`config.mk`:
```
export PLATFORM = sky130hd
export DESIGN_NAME = alu_ctrl_seq
export DESIGN_NICKNAME = d
export VERILOG_FILES = /design/src/rtl/alu_ctrl_seq.sv
export SDC_FILE = /design/constraint.sdc
export NUM_CORES = 1
export LEC_CHECK = 0
export CAP_MARGIN = 40
export CORE_UTILIZATION = 45
export DETAILED_ROUTE_END_ITERATION = 8
export DONT_BUFFER_PORTS = 1
export PLACE_DENSITY = 0.7
export SYNTH_ARGS = -nofsm -noshare
export SYNTH_HDL_FRONTEND = slang
export SYNTH_SLANG_ARGS = --single-unit
```
`constraint.sdc`:
```
create_clock -name clk -period 1.4 [get_ports clk]
set_clock_uncertainty 0.05 [all_clocks]
set_input_delay 0.28 -clock clk [delete_from_list [all_inputs] [get_ports clk]]
set_output_delay 0.28 -clock clk [all_outputs]
set_load 0.005 [all_outputs]
```
`src/rtl/alu_ctrl_seq.sv`:
```
// alu_ctrl_seq: accepts ALU commands over valid/ready and emits registered datapath control words.
// Define ALU_CTRL_SHIFT_EN to build shift expansion (opcodes 8-10); otherwise those opcodes are illegal.
//
// state | meaning
// IDLE  | ready for a new command; output word (if any) is single-word or the last shift word
// SHIFT | emitting words 2..k of a multi-word shift; commands are blocked
module alu_ctrl_seq #(
  parameter int WIDTH     = 32,
  parameter int ERR_CNT_W = 8
) (
  input  logic                      clk,
  input  logic                      reset,
  input  logic                      cmd_valid,
  output logic                      cmd_ready,
  input  logic [3:0]                cmd,
  input  logic [$clog2(WIDTH)-1:0]  shamt,
  output logic                      out_valid,
  input  logic                      out_ready,
  output logic [2:0]                sel,
  output logic                      invert,
  output logic                      slt_op,
  output logic                      shift_dir,
  output logic                      shift_arith,
  output logic                      last,
  output logic                      err_pulse,
  output logic [ERR_CNT_W-1:0]      err_cnt
);

  localparam int SHAMT_W = $clog2(WIDTH);

  logic       accept;
  logic       illegal;
  logic [2:0] dec_sel;
  logic       dec_inv;
  logic       dec_slt;

  assign accept = cmd_valid && cmd_ready;

  always_comb begin
    dec_sel = 3'd0;
    dec_inv = 1'b0;
    dec_slt = 1'b0;
    case (cmd)
      4'd1: dec_inv = 1'b1;
      4'd2: dec_sel = 3'd5;
      4'd3: begin
        dec_inv = 1'b1;
        dec_slt = 1'b1;
      end
      4'd4: dec_sel = 3'd1;
      4'd5: dec_sel = 3'd2;
      4'd6: dec_sel = 3'd3;
      4'd7: dec_sel = 3'd4;
      default: ;
    endcase
  end

`ifdef ALU_CTRL_SHIFT_EN
  typedef enum logic {IDLE, SHIFT} state_t;

  state_t             state;
  logic [SHAMT_W-1:0] cnt;
  logic               is_shift;

  assign is_shift  = (cmd >= 4'd8) && (cmd <= 4'd10);
  assign illegal   = (cmd > 4'd10);
  assign cmd_ready = !reset && (state == IDLE) && (!out_valid || out_ready);

  always_ff @(posedge clk or posedge reset) begin
    if (reset) begin
      state       <= IDLE;
      cnt         <= '0;
      out_valid   <= 1'b0;
      sel         <= 3'd0;
      invert      <= 1'b0;
      slt_op      <= 1'b0;
      shift_dir   <= 1'b0;
      shift_arith <= 1'b0;
      last        <= 1'b0;
    end else begin
      case (state)
        IDLE: begin
          if (accept && !illegal) begin
            out_valid <= 1'b1;
            if (is_shift) begin
              sel         <= 3'd6;
              invert      <= 1'b0;
              slt_op      <= 1'b0;
              shift_dir   <= (cmd != 4'd8);
              shift_arith <= (cmd == 4'd10);
              last        <= (shamt < SHAMT_W'(2));
              if (shamt >= SHAMT_W'(2)) begin
                cnt   <= shamt - SHAMT_W'(1);
                state <= SHIFT;
              end
            end else begin
              sel         <= dec_sel;
              invert      <= dec_inv;
              slt_op      <= dec_slt;
              shift_dir   <= 1'b0;
              shift_arith <= 1'b0;
              last        <= 1'b1;
            end
          end else if (out_ready) begin
            out_valid <= 1'b0;
          end
        end
        SHIFT: begin
          // out_valid is always set here; each consume loads the next one-bit shift word
          if (out_ready) begin
            last <= (cnt == SHAMT_W'(1));
            cnt  <= cnt - SHAMT_W'(1);
            if (cnt == SHAMT_W'(1)) state <= IDLE;
          end
        end
        default: state <= IDLE;
      endcase
    end
  end
`else
  logic unused_shamt;

  assign unused_shamt = ^shamt;
  assign illegal      = (cmd > 4'd7);
  assign cmd_ready    = !reset && (!out_valid || out_ready);
  assign shift_dir    = 1'b0;
  assign shift_arith  = 1'b0;

  always_ff @(posedge clk or posedge reset) begin
    if (reset) begin
      out_valid <= 1'b0;
      sel       <= 3'd0;
      invert    <= 1'b0;
      slt_op    <= 1'b0;
      last      <= 1'b0;
    end else if (accept && !illegal) begin
      out_valid <= 1'b1;
      sel       <= dec_sel;
      invert    <= dec_inv;
      slt_op    <= dec_slt;
      last      <= 1'b1;
    end else if (out_ready) begin
      out_valid <= 1'b0;
    end
  end
`endif

  // Illegal commands never touch the output stage; they only pulse and count.
  always_ff @(posedge clk or posedge reset) begin
    if (reset) begin
      err_pulse <= 1'b0;
      err_cnt   <= '0;
    end else begin
      err_pulse <= accept && illegal;
      if (accept && illegal && (err_cnt != '1)) err_cnt <= err_cnt + 1'b1;
    end
  end

endmodule

```
==> flow_summary.ini, run 1 <==
[sta]
min_period_ns = 1.43
setup_ws_ns = -0.0288
maxSlewViolCount = 0
rsz0062_at_grt = yes
setup_viol = 1
hold_ws_ns = 0.0370
hold_viol_final = 0
max_freq_mhz = 700
fin_tns_setup_ns = -0.0288
min_period_over_period = 1.02

[global_routing]
gr-total-overflow = 0
grt_usage = 0.184
grt_pass1_vias = 561
grt_first_pass_wirelength_microns = 2480
grt_max_degree = 11
antenna_found_initial = 0

[synth]
yosys.cell_types.count = 30
ys.flop_type = dfrtp_1
yosysSeqAreaShare = 0.521
ys_ff_latch = 16
post_synth.cell_area_avg_sq_um = 10.8
synth_top_area_share = 0.521
yosys.area.top_type = dfrtp_1
async_flop_share = 1.00
synth_edf_count = 0
syn-instance-count = 71
ys_warn_count = 0
synth_area_leaders = dfrtp_1, xor2_1, nand2_1
syn-cell-area_sq_um = 768

[worst_setup_path]
r2r-start = err_cnt[0]
crit_type = reg -> reg
r2r_end = err_cnt[1]
timing.critical_path.required_ns = 1.52
critPathMaxFanout = 4
rr_worst_depth = 5
crit_start = err_cnt[0]
start_kind = flip-flop
crit_end = err_cnt[1]
r2r_slack_ns = -0.03
cp_data_arrival_time_ns = 1.55
crit_path_end_kind = flip-flop

[clock_network]
cts_tree = built
clk_pin_slew_ns = 0.09
cts-htree-levels = 1
clk_latency_ns = 0.28
cts_buffers = 3
clock-root-buffer = clkbuf_4
clockBufferDepth = 2
clkSinkCount = 16

[cells_and_area]
seqCellArea_sq_um = 400
mostFrequentLayoutCells = dfrtp_1, buf_4, nand2_1
layout.nets = 106
fill_cells = 128
drive_gt1_frac = 0.344
multi_input_area_sq_um = 363
final_util = 0.616
final_common_cell = dfrtp_1
antenna_cells = 0
areaGrowthSynthToFinish_pct = 25.1

[route]
wl_per_cell_microns = 13.7
drc = 4
drtAntennaViolNets = 0
vias = 570
routed_wl_microns = 1460
firstDrtPassIters = 6
drt_iter0_drc = 13
vias_per_cell = 5.38

[die]
dieArea_sq_mm = 0.00188
pin_count = 32
core_area_sq_mm = 0.00156
num_rows = 14
die_x_microns = 43.3
die_h_microns = 43.3
start_util = 0.493

[hold_path]
min_path_type = in -> reg
hold_depth = 1

[place]
dp_hpwl_microns = 1030
gp_congestion = 0.729
portBuffers = 0

[status]
violations = DRC, setup timing
status = finished with violations

[pwr]
peakVddDrop_uv = 917
powerDensity_mw_per_mm2 = 1330
finalPower_uw = 1280
p_leak_uw = 0.000461

[job]
drv_cap = 0
cells in the mapped netlist (2+ instances only):
library cell	number
and3_1	2
buf_4	2
dfrtp_1	16
mux2_1	2
nand2_1	11
nand3_1	3
nand4_1	2
nor2_2	2
nor2b_1	2
nor3_1	3
o21ai_0	3
xor2_1	5
what timing repair did:
action | 4_1_cts | 5_1_grt
endpoints found under the hold margin | 16 | 0
hold buffers | 2 | 0
endpoints found under the setup margin | 2 | 8
resized for setup | 1 | 4
setup buffers | 2 | 1
pin swaps | 2 | 2
area by class of cell:
cell class | count | area share
Tap cell | 16 | 0.0208
Inverter | 2 | 0.0117
Clock buffer | 3 | 0.0234
Multi-Input combinational cell | 51 | 0.378
Sequential cell | 16 | 0.417
Timing Repair Buffer | 18 | 0.150
worst min path at each step:
stage                start         end
floorplan            reset  err_cnt[0]
global placement     reset      slt_op
detailed placement   reset      invert
CTS                 cmd[0]      sel[0]
global route        cmd[0]      sel[0]
finish              cmd[0]      sel[0]
sequential cells by signal, indices dropped and copies added (netlist names):
register   flops
invert         1
slt_op         1
last           1
err_pulse      1
err_cnt        8
sel            3
out_valid      1
kinds of logic (layout without fill, tap and decap cells):
kind of cell               Yosys count  after routing  share of synthesized area
other                                1              2                    0.00488
adders and majority gates            1              1                     0.0163
xor gates and xnor gates             6              6                     0.0684
muxes                                4              4                     0.0635
buffers and inverters                5             23                     0.0358
DFF                                 16             16                      0.521
AOI/OAI and AO/OA                    6              6                     0.0440
and+or+nand+nor                     32             32                      0.246
worst max-delay path, stage by stage, from the launching register on:
cell and delay (ns):
dfrtp_1 0.38, ha_2 0.19, nand4_1 0.17, nor2_4 0.18, nor2_2 0.07, mux2_4 0.29
metrics by stage:
stage	worst slack, ns	cells	cell area [sq um]
after global placement	0.0102	98	876
after CTS	-0.00535	105	938
after global routing	-0.105	106	961
final	-0.0288	106	961
after detailed placement	-0.00795	98	876
after floorplan	-0.00661	72	777
power by group:
part,switching (uW),internal (uW)
clock network,135,99.6
registers,82.5,556
logic,171,232
total,389,888
per-layer routing:
metal / wire length (microns) / GRT usage
met1: 632 / 0.213
met2: 709 / 0.297
met3: 90 / 0.0596
met4: 22 / 0.106
met5: 0 / 0
(Power assumes the default switching activity.)
==> run 2, diff against run 1 <==
Settings changed: CAP_MARGIN 40 to 10, CTS_BUF_LIST set to sky130_fd_sc_hd__clkbuf_16, PLACE_DENSITY 0.7 to 0.68.
Clock period 1.4 ns to 1.45 ns, I/O delays scaled along.
==> flow_summary.ini, run 2 (synthesis gave the netlist of run 1 again) <==
[clock_network]
clockBufferDepth = 2
clk_pin_slew_ns = 0.05
clk_latency_ns = 0.24
cts_tree = built
cts-htree-levels = 1
clkSinkCount = 16
cts_setup_buffers = 0
cts_buffers = 3
clock-root-buffer = clkbuf_16

[worst_setup_path]
cp_cell_sequence = ha_1, nand4_1, nor2_4, nor2_2, mux2_4
timing.critical_path.required_ns = 1.52
slowest_delay_ns = 0.37
r2r_end = err_cnt[1]
critPathTopFamily = flip-flops
crit_path_end_kind = flip-flop
critPathMaxFanout = 4
critical-path-slowest-cell = dfrtp_1
r2r-start = err_cnt[0]
rr_worst_depth = 5
crit_buf_inv = 0
cp_data_arrival_time_ns = 1.50
crit_type = reg -> reg
start_kind = flip-flop
r2r_slack_ns = 0.02

[route]
routed_wl_microns = 1380
drc = 2
vias_per_cell = 5.49
drt_iter0_drc = 7
wl_per_cell_microns = 13.5
drtAntennaViolNets = 0
firstDrtPassIters = 6
vias = 560

[global_routing]
grt_pass1_vias = 526
grt_first_pass_wirelength_microns = 2380
grt_max_degree = 13
gr-total-overflow = 0
grt_usage = 0.176
antenna_found_initial = 0

[hold_path]
min_path_type = in -> reg
hold_depth = 1
hold_path_end = sel[0]
min_from = cmd[0]

[die]
dieArea_sq_mm = 0.00188
core_area_sq_mm = 0.00156
num_rows = 14
die_x_microns = 43.3
start_util = 0.493
pin_count = 32
die_h_microns = 43.3

[sta]
rsz0062_at_grt = yes
setup_viol = 0
hold_viol_final = 0
min_period_ns = 1.43
setup_ws_ns = 0.0244
fin_tns_setup_ns = 0
min_period_over_period = 0.983
max_freq_mhz = 701
maxSlewViolCount = 0
hold_ws_ns = 0.100

[place]
place_ws_ns = 0.0137
portBuffers = 0
dpl_cell_area_sq_um = 856
gp_congestion = 0.753
dp_hpwl_microns = 1060

[pwr]
powerDensity_mw_per_mm2 = 1550
peakVddDrop_uv = 1190
finalPower_uw = 1490
p_leak_uw = 0.000460

[cells_and_area]
drive_gt1_frac = 0.267
areaGrowthSynthToFinish_pct = 25.6
final_cell_area_sq_um = 965
fill_cells = 137
antenna_cells = 0
top_register = err_cnt
reg_top3 = err_cnt: 8 flops, sel: 3 flops
layout.nets = 101
final_common_cell = dfrtp_1
mostFrequentLayoutCells = dfrtp_1, nand2_1, buf_4
largest_reg_flops = 8

[job]
drv_cap = 0

[status]
violations = DRC
status = finished with violations
## run 2: changes by cell type in the layout (fill, tap and decap cells not counted), sizes merged
cell,delta
clkinv,+1
buf,-5
## run 2: worst max-delay path by stage
stage,cells after the start,start,end,slack [ns]
3_5_place_dp,5,err_cnt[0],err_cnt[1],0.01
5_1_grt,5,err_cnt[0],err_cnt[1],-0.03
6_report,5,err_cnt[0],err_cnt[1],0.02
4_1_cts,5,err_cnt[0],err_cnt[1],0.005
2_1_floorplan,5,err_cnt[0],err_cnt[1],0.004
3_3_place_gp,4,out_valid,err_cnt[7],0.04
## run 2: worst register-to-register path: stages, from the launching register on
cell	delay, ns
dfrtp_1	0.37
ha_1	0.21
nand4_1	0.15
nor2_4	0.08
nor2_2	0.14
mux2_4	0.31
## run 2: area by class of cell
cell class	count	area (sq um)	share of cell area
clock buffer	3	75.1	0.0778
clock inverter	1	3.75	0.00389
tap	16	20.0	0.0208
timing repair buffer	13	103	0.106
multi-input combinational	51	354	0.367
inverter	2	8.76	0.00908
sequential	16	400	0.415
## run 2: through the flow
stage,std cells,util
detailed placement,96,0.549
CTS,102,0.612
finish,102,0.619
floorplan,72,-
global route,102,0.619
global placement,96,0.549
## run 2: what timing repair did
item / 4_1_cts / 5_1_grt
hold buffers: 2 / 0
gates resized for setup: 0 / 2
endpoints found under the hold margin: 16 / 0
endpoints found under the setup margin: 0 / 4
## run 2: power by group
group / internal, uW / total, uW / switching (uW)
sequential: 539 / 610 / 71.6
combinational: 196 / 353 / 157
clock: 365 / 530 / 165
## run 2: metal layers
layer | share of wire | global-route usage | vias up | routed length [microns]
met1 | 0.43 | 0.225 | 264 | 591
met2 | 0.49 | 0.264 | 24 | 681
met5 | 0 | 0 | - | 0
li1 | - | - | 270 | -
met4 | 0.011 | 0.0500 | 0 | 15
met3 | 0.065 | 0.0894 | 2 | 89
